[src/rtl/dp_req_arbiter.sv]
// dp_req_arbiter
// Round-robin arbiter and sequencer that shares one 4-bit datapath
// (enable / data_in / data_out) among NREQ=4 requesters. The winning
// requester's nibble is latched and issued with a single-cycle enable.
// The datapath result is captured LATENCY edges later and returned to
// the winner, tagged with its ID.
//
// Ports:
//   clk         in   system clock, rising edge
//   rst_n       in   asynchronous active-low reset
//   req         in   [3:0]  request levels, bit i = requester i
//   req_data    in   [15:0] request nibbles, requester i at [4i+3:4i]
//   gnt         out  [3:0]  one-hot single-cycle grant pulse
//   rsp_valid   out  single-cycle response strobe
//   rsp_id      out  [1:0]  owner of the response
//   rsp_data    out  [3:0]  captured datapath result (held between responses)
//   dp_enable   out  datapath enable (high in ISSUE only)
//   dp_data_in  out  [3:0]  datapath operand (held after issue)
//   dp_data_out in   [3:0]  datapath result
//   busy        out  high whenever the sequencer is not IDLE
//
// All outputs are registered: they are decoded from the next state so that
// they line up with the state they belong to.
module dp_req_arbiter #(
  parameter int LATENCY = 1,
  parameter int NREQ    = 4
) (
  input  logic                  clk,
  input  logic                  rst_n,
  input  logic [NREQ-1:0]       req,
  input  logic [4*NREQ-1:0]     req_data,
  output logic [NREQ-1:0]       gnt,
  output logic                  rsp_valid,
  output logic [1:0]            rsp_id,
  output logic [3:0]            rsp_data,
  output logic                  dp_enable,
  output logic [3:0]            dp_data_in,
  input  logic [3:0]            dp_data_out,
  output logic                  busy
);

  typedef enum logic [1:0] {
    ST_IDLE  = 2'd0,
    ST_ISSUE = 2'd1,
    ST_WAIT  = 2'd2,
    ST_RESP  = 2'd3
  } state_t;

  localparam logic [3:0] CNT_LOAD = 4'(LATENCY - 1);

  state_t          state_q, state_d;
  logic [1:0]      last_id_q, last_id_d;
  logic [1:0]      win_id_q, win_id_d;
  logic [3:0]      win_nib_q, win_nib_d;
  logic [3:0]      cnt_q, cnt_d;
  logic [NREQ-1:0] gnt_q, gnt_d;
  logic            rsp_valid_q, rsp_valid_d;
  logic [1:0]      rsp_id_q, rsp_id_d;
  logic [3:0]      rsp_data_q, rsp_data_d;
  logic            dp_enable_q, dp_enable_d;
  logic [3:0]      dp_data_in_q, dp_data_in_d;
  logic            busy_q, busy_d;

  logic            arb_found_s;
  logic [1:0]      arb_id_s;
  logic [1:0]      arb_idx_s;

  // Round-robin search starting just after the last winner, wrapping mod 4.
  always_comb begin
    arb_found_s = 1'b0;
    arb_id_s    = 2'd0;
    arb_idx_s   = 2'd0;
    for (int i = 1; i <= NREQ; i++) begin
      arb_idx_s = last_id_q + 2'(i);
      if (!arb_found_s && req[arb_idx_s]) begin
        arb_found_s = 1'b1;
        arb_id_s    = arb_idx_s;
      end else begin
        arb_found_s = arb_found_s;
      end
    end
  end

  // Next-state logic and registered-output decode.
  always_comb begin
    state_d    = state_q;
    last_id_d  = last_id_q;
    win_id_d   = win_id_q;
    win_nib_d  = win_nib_q;
    cnt_d      = cnt_q;
    rsp_id_d   = rsp_id_q;
    rsp_data_d = rsp_data_q;

    case (state_q)
      ST_IDLE, ST_RESP: begin
        // RESP arbitrates too, so back-to-back transactions have no gap.
        if (arb_found_s) begin
          win_id_d  = arb_id_s;
          win_nib_d = req_data[{arb_id_s, 2'b00} +: 4];
          last_id_d = arb_id_s;
          state_d   = ST_ISSUE;
        end else begin
          state_d = ST_IDLE;
        end
      end
      ST_ISSUE: begin
        cnt_d   = CNT_LOAD;
        state_d = ST_WAIT;
      end
      ST_WAIT: begin
        if (cnt_q == 4'd0) begin
          rsp_data_d = dp_data_out;
          rsp_id_d   = win_id_q;
          state_d    = ST_RESP;
        end else begin
          cnt_d = cnt_q - 4'd1;
        end
      end
      default: begin
        state_d = ST_IDLE;
      end
    endcase

    gnt_d        = (state_d == ST_ISSUE) ? (NREQ'(1) << win_id_d) : '0;
    dp_enable_d  = (state_d == ST_ISSUE);
    // The operand is left on the bus after issue rather than cleared.
    dp_data_in_d = (state_d == ST_ISSUE) ? win_nib_d : dp_data_in_q;
    rsp_valid_d  = (state_d == ST_RESP);
    busy_d       = (state_d != ST_IDLE);
  end

  // State and output registers; reset drops any in-flight transaction.
  always_ff @(posedge clk or negedge rst_n) begin
    if (!rst_n) begin
      state_q      <= ST_IDLE;
      last_id_q    <= 2'd3;
      win_id_q     <= 2'd0;
      win_nib_q    <= 4'd0;
      cnt_q        <= 4'd0;
      gnt_q        <= '0;
      rsp_valid_q  <= 1'b0;
      rsp_id_q     <= 2'd0;
      rsp_data_q   <= 4'd0;
      dp_enable_q  <= 1'b0;
      dp_data_in_q <= 4'd0;
      busy_q       <= 1'b0;
    end else begin
      state_q      <= state_d;
      last_id_q    <= last_id_d;
      win_id_q     <= win_id_d;
      win_nib_q    <= win_nib_d;
      cnt_q        <= cnt_d;
      gnt_q        <= gnt_d;
      rsp_valid_q  <= rsp_valid_d;
      rsp_id_q     <= rsp_id_d;
      rsp_data_q   <= rsp_data_d;
      dp_enable_q  <= dp_enable_d;
      dp_data_in_q <= dp_data_in_d;
      busy_q       <= busy_d;
    end
  end

  assign gnt        = gnt_q;
  assign rsp_valid  = rsp_valid_q;
  assign rsp_id     = rsp_id_q;
  assign rsp_data   = rsp_data_q;
  assign dp_enable  = dp_enable_q;
  assign dp_data_in = dp_data_in_q;
  assign busy       = busy_q;

endmodule

[config.mk]
export PLATFORM = sky130hd
export DESIGN_NAME = dp_req_arbiter
export DESIGN_NICKNAME = d
export VERILOG_FILES = /design/src/rtl/dp_req_arbiter.sv
export SDC_FILE = /design/constraint.sdc
export NUM_CORES = 1
export LEC_CHECK = 0
export ABC_AREA = 1
export CORE_UTILIZATION = 52
export CTS_CLUSTER_DIAMETER = 50
export DETAILED_ROUTE_END_ITERATION = 10
export HOLD_SLACK_MARGIN = 0.02
export PLACE_DENSITY = 0.85
export REMOVE_ABC_BUFFERS = 1
export SETUP_SLACK_MARGIN = 0.4
export SYNTH_ARGS = -nofsm -noshare
export SYNTH_HDL_FRONTEND = slang
export SYNTH_SLANG_ARGS = --single-unit
export TNS_END_PERCENT = 100
[constraint.sdc]
create_clock -name clk -period 3.21 [get_ports clk]
set_clock_uncertainty 0.1 [all_clocks]
set_input_delay 0.4815 -clock clk [delete_from_list [all_inputs] [get_ports clk]]
set_output_delay 0.4815 -clock clk [all_outputs]
set_load 0.05 [all_outputs]
## Word level (Yosys, flattened, before mapping)

Index checks and enable logic that the tools add are counted.

| storage, ports and cells | value |
|---|---|
| bits of input ports | 26 |
| bits in writable memories | 0 |
| memories kept | 0 |
| output and inout bits | 17 |
| logic and storage cells | 68 |
| register bits | 31 |
| latch bits | 0 |
| bits in read-only memories | 0 |

| cells by class | value |
|---|---|
| div/mod/pow operators | 0 |
| multipliers | 0 |
| equality and inequality tests | 6 |
| bitwise logic cells | 0 |
| multiplexer cells | 26 |
| add/sub/neg operators | 4 |
| $lt $le $gt $ge | 4 |
| reduce and logical (&&, ||, !) cells | 14 |
| shift-type cells | 2 |

Operators with widths:

| operator | count |
|---|---|
| $mux W4 | 4 |
| $shiftx A16 B5 Y4 | 1 |
| $mux W2 | 7 |
| $lt A2 B3 Y1 const B | 4 |
| $mux W1 | 9 |
| $bmux W1 S2 | 4 |
| $pmux W4 S2 | 1 |
| $eq A2 B2 Y1 const B | 3 |
| $pmux W2 S3 | 1 |
| $reduce_and A2 Y1 | 3 |
| $add A2 B2 Y2 const B | 2 |
| $eq A2 B1 Y1 const B | 2 |
| $logic_not A4 Y1 | 1 |
| $reduce_bool A2 Y1 | 2 |
| $shl A1 B2 Y4 const A | 1 |
| $sub A4 B1 Y4 const B | 1 |
| $logic_and A1 B1 Y1 | 3 |
| $logic_not A1 Y1 | 3 |
| $add A2 B1 Y2 const B | 1 |
| $logic_not A2 Y1 | 1 |
| $ne A2 B2 Y1 const B | 1 |
| $reduce_or A2 Y1 | 1 |

## Longest topological paths before layout

Gate-level depths: netlist of run 1.

| logic depth | value |
|---|---|
| depth in word-level cells | 17 |
| depth in mapped cells | 17 |
| mapped depth without buffers | 14 |

## Least setup slack after synthesis of run 1

OpenSTA, ideal clock, no wires.

| timing path | value |
|---|---|
| path type | register to register |
| start | register last_id_q[0] |
| end | register dp_data_in_q[2] (netlist: dp_data_in[2]) |
| arrival | 1,776 ps |
| cell stages (with the launch flop) | 17 |
| setup time | 118 ps |
| slack | 1,216 ps |
| buffers on the path | 3 |
| clock period less this slack | 1,994 ps |
| data required time | 2,992 ps |
| cell sequence | dfstp_2 > buf_6 > inv_4 > buf_8 > nand2_4 > nand2_4 > nand2_4 > nand2_4 > nor2_8 > nand4_4 > nand3_4 > buf_8 > nand2_2 > nand3_1 > nand2_1 > nand2_1 > nand2_1 |

| between the ends | value |
|---|---|
| word-level cells in the longest chain between the ends | 16 |
| elaborated cells on any way between the ends | 31 |
| those cells by class | add/sub (3); eq/ne (1); shift (1); mux (20); reduce/logical (6) |

RTL lines:

| item | RTL line | RTL |
|---|---|---|
| from (decl) | 52 | `logic [1:0] last_id_q, last_id_d;` |
| from (signal assigned) | 149 | `last_id_q <= last_id_d;` |
| $add A2 B1 Y2 | 74 | `arb_idx_s = last_id_q + 2'(i);` |
| $bmux W1 S2 | 75 | `if (!arb_found_s && req[arb_idx_s]) begin` |
| $mux W1 (not written as such) | 75 |  |
| $mux W1 | 75 |  |
| $logic_not A1 Y1 | 75 |  |
| $logic_and A1 B1 Y1 | 75 |  |
| $mux W1 | 75 |  |
| $logic_not A1 Y1 | 75 |  |
| $logic_and A1 B1 Y1 | 75 |  |
| $mux W1 | 75 |  |
| $logic_not A1 Y1 | 75 |  |
| $logic_and A1 B1 Y1 | 75 |  |
| $mux W2 / $mux W1 (equally long branches) | 75 |  |
| $shiftx A16 B5 Y4 / $mux W1 (equally long branches) | 99, 97 |  |
| $mux W4 / $pmux W2 S3 (equally long branches) | 97, 94 |  |
| $mux W4 / $eq A2 B1 Y1 (equally long branches) | 94, 127 |  |
| to (signal assigned) | 158 | `dp_data_in_q <= dp_data_in_d;` |
| to (decl) | 61 | `logic [3:0] dp_data_in_q, dp_data_in_d;` |

Several ways; a longest one is shown, not always the timed one. The select of a mux whose other input is x is not followed.
A chain may end at the register's enable or synchronous reset.

## Worst setup path after layout of run 1

| timing path | value |
|---|---|
| start | register last_id_q[0] |
| end | register win_id_q[0] |

| between the ends | value |
|---|---|
| word-level cells in the longest chain between the ends | 15 |
| elaborated cells on any way between the ends | 27 |
| those cells by class | add/sub (3); mux (18); reduce/logical (6) |

RTL lines:

| item | RTL line | RTL |
|---|---|---|
| $add A2 B1 Y2 | 74 |  |
| $bmux W1 S2 | 75 |  |
| $mux W1 (not written as such) | 75 |  |
| $mux W1 | 75 |  |
| $logic_not A1 Y1 | 75 |  |
| $logic_and A1 B1 Y1 | 75 |  |
| $mux W1 | 75 |  |
| $logic_not A1 Y1 | 75 |  |
| $logic_and A1 B1 Y1 | 75 |  |
| $mux W1 | 75 |  |
| $logic_not A1 Y1 | 75 |  |
| $logic_and A1 B1 Y1 | 75 |  |
| $mux W2 / $mux W1 (equally long branches) | 75 |  |
| $mux W2 * | 97 | `if (arb_found_s) begin` |
| $mux W2 * | 94 | `case (state_q)` |
| via win_id_d[0] | 53 | `logic [1:0] win_id_q, win_id_d;` |
| to (signal assigned) | 150 | `win_id_q <= win_id_d;` |
| to (decl) | 53 |  |

Mark *: on every way through the listed nets, which the timed path passes. The rest lies on a longest branch. The select of a mux whose other input is x is not followed.

==> run summary, run 1 <==
first-pass GRT wire length = 5510 um
Post-synth EDFFs = 0
status = completed
Syn Std Cell Area = 1680 sq um
xor and xnor area share after synthesis = 0.00521
Setup TNS Final = 0 ns
row count = 20
count leader, synth = nand2_1
Yosys warning count = 0
Mapped Avg Cell Area = 8.12 sq um
CP delay by family, top = simple AND/OR/NAND/NOR gates
ANT cells = 0
largest net degree at the start of global routing = 28
routed len/inst = 10.7 um
Num Clock Sinks = 27
Final Max Slew Viols = 0
filler instances = 257
Routed WL = 3120 um
largest family of logic cells by synthesized area = simple AND/OR/NAND/NOR gates
post-synthesis cell count = 207
# hold bufs at CTS = 0
period utilisation layout = 0.724
Top cell by count, worst path = nand2_1
CP bufs+invs = 3
worst hold path class = input pin to async pin
Rel. slew slack = 0.659
Util after Layout = 0.698
reg2reg start = last_id_q[0]$_DFFE_PN1P_
WP data arrival = 2.46 ns
crit-path max cell delay = 0.69 ns
register area share after synthesis = 0.403
area post-placement = 2100 sq um
post-synthesis cell type count = 31
Initial Util = 0.551
setup ws final = 0.885 ns
# resized after CTS = 0
endpoints failing setup = 0
worst r2r dst = win_id_q[0]$_DFF_PN0_
post-synthesis adder-cell area fraction = 0.0149
setup slack at placement = 0.720 ns
vias in the first global route = 1296
CP max FO = 11
number of vias per cell = 4.82
IO Pins = 43
Clock transition at path regs = 0.14 ns
finished layout cell area = 2130 sq um
RePlAce Congestion = 0.849
Seq cells post-synth = 27
Clk Latency, worst-skew pair = 0.33 ns
Max Fclk = 0.430 GHz
final hold vios = 0
Setup Buffers After CTS = 0
Setup crit end kind = flip-flop
antenna-violating nets left = 0
Remaining Overflow, GRT = 0
r2r setup slk = 0.89 ns
CP max-delay cell = dfstp_2
drt pass-1 iters = 4
Crit Path Class = flip-flop to flip-flop
dpl hpwl = 2490 um
clock root cell = clkbuf_4
Synth top area share = 0.372
maxcap violations = 0
fin crit period = 2.32 ns
area occupied by multi-input gates = 812 sq um
global-route usage over all layers = 0.206
Post-synth top cells = 67 x nand2_1, 30 x inv_1, 25 x dfrtp_1
TritonCTS clock tree = done
DRC Markers = 0
Synth Flop Type = dfrtp_1
Critical Path RT = 3.35 ns
worst slew pin tran = 0.509 ns
Die Width = 58.9 um
RSZ-0062 raised after global routing = false
top cells by area, synth = dfrtp_1 37%, nand2_1 15%, nand2_4 8.0%
CTS buffer count = 3
Register Area = 678 sq um
CTS max path bufs = 2
startpoint types = flip-flop
reg2reg path depth = 13
First DRT Iteration DRCs = 51
worst path cell trace = inv_4 > nand2_1 > nand2_1 > nand2_1 > nand2_4 > nor2_8 > nand2_1 > nor2_2 > inv_1 > nand2_2 > inv_1 > nand2_1 > nand2_1
post-synthesis mux area share = 0
share of flip-flops with an asynchronous set or reset = 1.00
final net count = 277
vias = 1407
initial antenna violation count = 0
Synth area leader = dfrtp_1
core outline area = 3050 sq um
full die area = 3470 sq um
share of cells above drive strength 1 = 0.169
IO Port Bufs = 42
H-tree levels = 1
chip height = 58.9 um
Area Growth Syn to Fin = 26.7%
post-synthesis compound-gate area fraction = 0.0387
post-synthesis simple-gate area fraction = 0.424
[layout make-up]
type / count / share of cell area
multi-input cells: 140 / 0.381
clock inverters: 1 / 0.00235
flip-flops and latches: 27 / 0.318
well taps: 44 / 0.0258
clock buffers: 3 / 0.0106
inverters: 34 / 0.0611
repair buffers: 43 / 0.201
[layer usage]
layer  wire, um  vias up  global-route usage
li1           -      728                   -
met4         35        0              0.0782
met1       1400      636               0.260
met3        146        3              0.0220
met2       1540       40               0.360
met5          0        -                   0
[layout by cell type (no fill, tap or decap), types with 2 or more instances in the layout]
master,count
nand2_2,9
o21ai_1,2
inv_2,2
nor2_2,4
nand3_1,12
ha_1,2
dfrtp_1,25
inv_1,30
clkbuf_4,3
nand4_1,10
nand2_1,67
o22ai_1,3
o21ai_0,2
clkdlybuf4s50_1,42
nand2_4,12
nand3_2,2
dfstp_2,2
nor2_1,5
a21oi_1,2
[how the worst max path moves through the flow]
stage / endpoint / slack, ns / cells after the start / startpoint
floorplan: win_id_q[0]$_DFF_PN0_ / 1.18 / 13 / last_id_q[0]$_DFFE_PN1P_
global placement: gnt[1]$_DFF_PN0_ / 0.77 / 13 / req[3]
detailed placement: gnt[1]$_DFF_PN0_ / 0.72 / 13 / req[3]
CTS: gnt[1]$_DFF_PN0_ / 0.87 / 13 / last_id_q[0]$_DFFE_PN1P_
global route: win_id_q[0]$_DFF_PN0_ / 0.66 / 13 / last_id_q[0]$_DFFE_PN1P_
finish: win_id_q[0]$_DFF_PN0_ / 0.89 / 13 / last_id_q[0]$_DFFE_PN1P_
[per-stage QoR]
stage / std cells / hold WS (ns)
final: 292 / 0.395
after global routing: 292 / 0.415
after CTS: 292 / 0.400
after detailed placement: 288 / 0.368
after global placement: 288 / 0.358
after floorplan: 201 / 0.0859
[cells by family (layout without fill, tap and decap cells)]
logic type / count (synthesis) / after routing
AO/OA/AOI/OAI: 11 / 11
XOR/XNOR: 1 / 1
adder cells (fa/ha/maj): 2 / 2
buffers and inverters: 40 / 81
flip-flops: 27 / 27
AND/OR/NAND/NOR: 126 / 126
[sequential cells by signal, indices dropped and copies added (netlist names)]
name,cells
gnt,4
dp_enable,1
cnt_q,4
win_id_q,2
rsp_id,2
state_q,2
rsp_valid,1
last_id_q,2
dp_data_in,4
busy,1
rsp_data,4
Power of run 1 is not shown: default switching activity piles up to over one toggle a cycle in this logic, so the estimate is an artifact.
==> run 2: changes to the inputs <==
Settings changed: CORE_UTILIZATION 52 to 48, PLACE_DENSITY 0.85 to 0.8.
Clock period 3.21 ns to 2.3 ns, I/O delays scaled along.
==> run summary, run 2 (same netlist as run 1, synthesis figures left out) <==
status = completed
Critical Path RT = 2.45 ns
final hold vios = 0
Met2 Routed Length = 1970 um
IO Port Bufs = 42
r2r setup slk = 0.21 ns
Remaining Overflow, GRT = 0
first-pass GRT wire length = 6160 um
Final Max Slew Viols = 0
routed len/inst = 11.6 um
TritonCTS clock tree = done
Num Clock Sinks = 27
largest net degree at the start of global routing = 28
Clk Latency, worst-skew pair = 0.33 ns
clock root cell = clkbuf_4
Routed WL = 3700 um
number of vias per cell = 4.83
Rel. slew slack = 0.667
Setup TNS Final = 0 ns
commonest non-fill, non-tap cell in the layout = nand2_1
share of cells above drive strength 1 = 0.324
startpoint types = flip-flop
row count = 21
First DRT Iteration DRCs = 56
ANT cells = 0
# hold bufs at CTS = 0
Max Fclk = 0.479 GHz
endpoints failing setup = 0
IO Pins = 43
Area Growth Syn to Fin = 44.8%
dpl hpwl = 2390 um
vias in the first global route = 1536
Top Metal Used = met4
chip height = 61.2 um
reg2reg start = last_id_q[1]$_DFFE_PN1P_
RePlAce Congestion = 0.827
filler instances = 277
Util after Layout = 0.730
Clock transition at path regs = 0.15 ns
Setup crit end kind = flip-flop
vias = 1536
CTS buffer count = 3
antenna-violating nets left = 0
Crit Path Class = flip-flop to flip-flop
worst r2r dst = dp_data_in[0]$_DFFE_PN0P_
CTS max path bufs = 2
period utilisation layout = 0.909
M1 WL = 1480 um
H-tree levels = 1
crit-path max cell delay = 0.59 ns
CP max-delay cell = dfstp_2
maxcap violations = 0
WP data arrival = 2.24 ns
initial antenna violation count = 0
worst path cell trace = clkinvlp_4 > nand2_2 > nand2_4 > nand2_4 > nand2_4 > nor2_8 > nand4_4 > nand3_4 > buf_6 > nand2_2 > nand3_1 > nand2_1 > nand2_1 > nand2_1
CP max FO = 6
global-route usage over all layers = 0.218
DR WL met3 = 169 um
core outline area = 3340 sq um
fin crit period = 2.09 ns
RSZ-0062 raised after global routing = true
worst hold path class = input pin to async pin
full die area = 3740 sq um
Die Width = 61.2 um
final net count = 301
drt pass-1 iters = 4
area occupied by multi-input gates = 921 sq um
Register Area = 678 sq um
reg2reg path depth = 14
DRC Markers = 0
Initial Util = 0.504
most frequent cells in the layout = 52 x nand2_1, 28 x inv_1, 25 x dfrtp_1, 25 x clkdlybuf4s50_1, 20 x buf_4
worst slew pin tran = 0.501 ns
-- run 2: cell types whose count changed in the layout (fill, tap and decap cells not counted), moves of 3 or more --
cell,delta
buf_4,+19
clkdlybuf4s50_1,-17
dlygate4sd2_1,+17
nand2_1,-15
nand2_2,+8
nand2_4,+7
buf_6,+4
nor2_4,+3
-- run 2: worst max-delay path by stage --
stage | endpoint | start | slack (ns)
after floorplan | win_id_q[0]$_DFF_PN0_ | last_id_q[0]$_DFFE_PN1P_ | 0.27
after global placement | dp_data_in[1]$_DFFE_PN0P_ | req[1] | 0.12
after detailed placement | dp_data_in[1]$_DFFE_PN0P_ | req[1] | 0.07
after CTS | dp_data_in[1]$_DFFE_PN0P_ | last_id_q[0]$_DFFE_PN1P_ | 0.29
after global routing | dp_data_in[0]$_DFFE_PN0P_ | last_id_q[0]$_DFFE_PN1P_ | 0.09
final | dp_data_in[0]$_DFFE_PN0P_ | last_id_q[1]$_DFFE_PN1P_ | 0.21
-- run 2: final cells by class --
type | instances | area share
Tap cell | 46 | 0.0236
Inverter | 34 | 0.0570
Sequential cell | 27 | 0.279
Clock inverter | 1 | 0.00308
Clock buffer | 3 | 0.00925
Multi-Input combinational cell | 140 | 0.378
Timing Repair Buffer | 67 | 0.250
-- run 2: metal layers --
layer | track usage | up-vias
met5 | 0 | -
met4 | 0.0974 | 0
met3 | 0.0294 | 8
met2 | 0.416 | 37
met1 | 0.236 | 715
li1 | - | 776
-- run 2: worst max-delay path: cells and delay by family (launching register included) --
kind | cells | cell delay [ns]
AND/OR/NAND/NOR | 12 | 1.03
flip-flops | 1 | 0.59
buffers and inverters | 2 | 0.29
-- run 2: through the flow --
stage	hold WS [ns]	setup WS, ns	cells	area (sq um)
floorplan	-0.0506	0.271	201	1620
global placement	0.352	0.123	294	2140
detailed placement	0.368	0.0677	294	2140
CTS	0.253	0.295	314	2360
global route	0.265	0.0892	318	2430
finish	0.251	0.210	318	2430
-- run 2: repair_timing --
item,CTS,global route
endpoints found under the setup margin,31,15
pin swaps,11,6
gates resized for setup,46,13
gates cloned,0,0
buffers inserted,16,4
Power of run 2 is left out for the same reason.
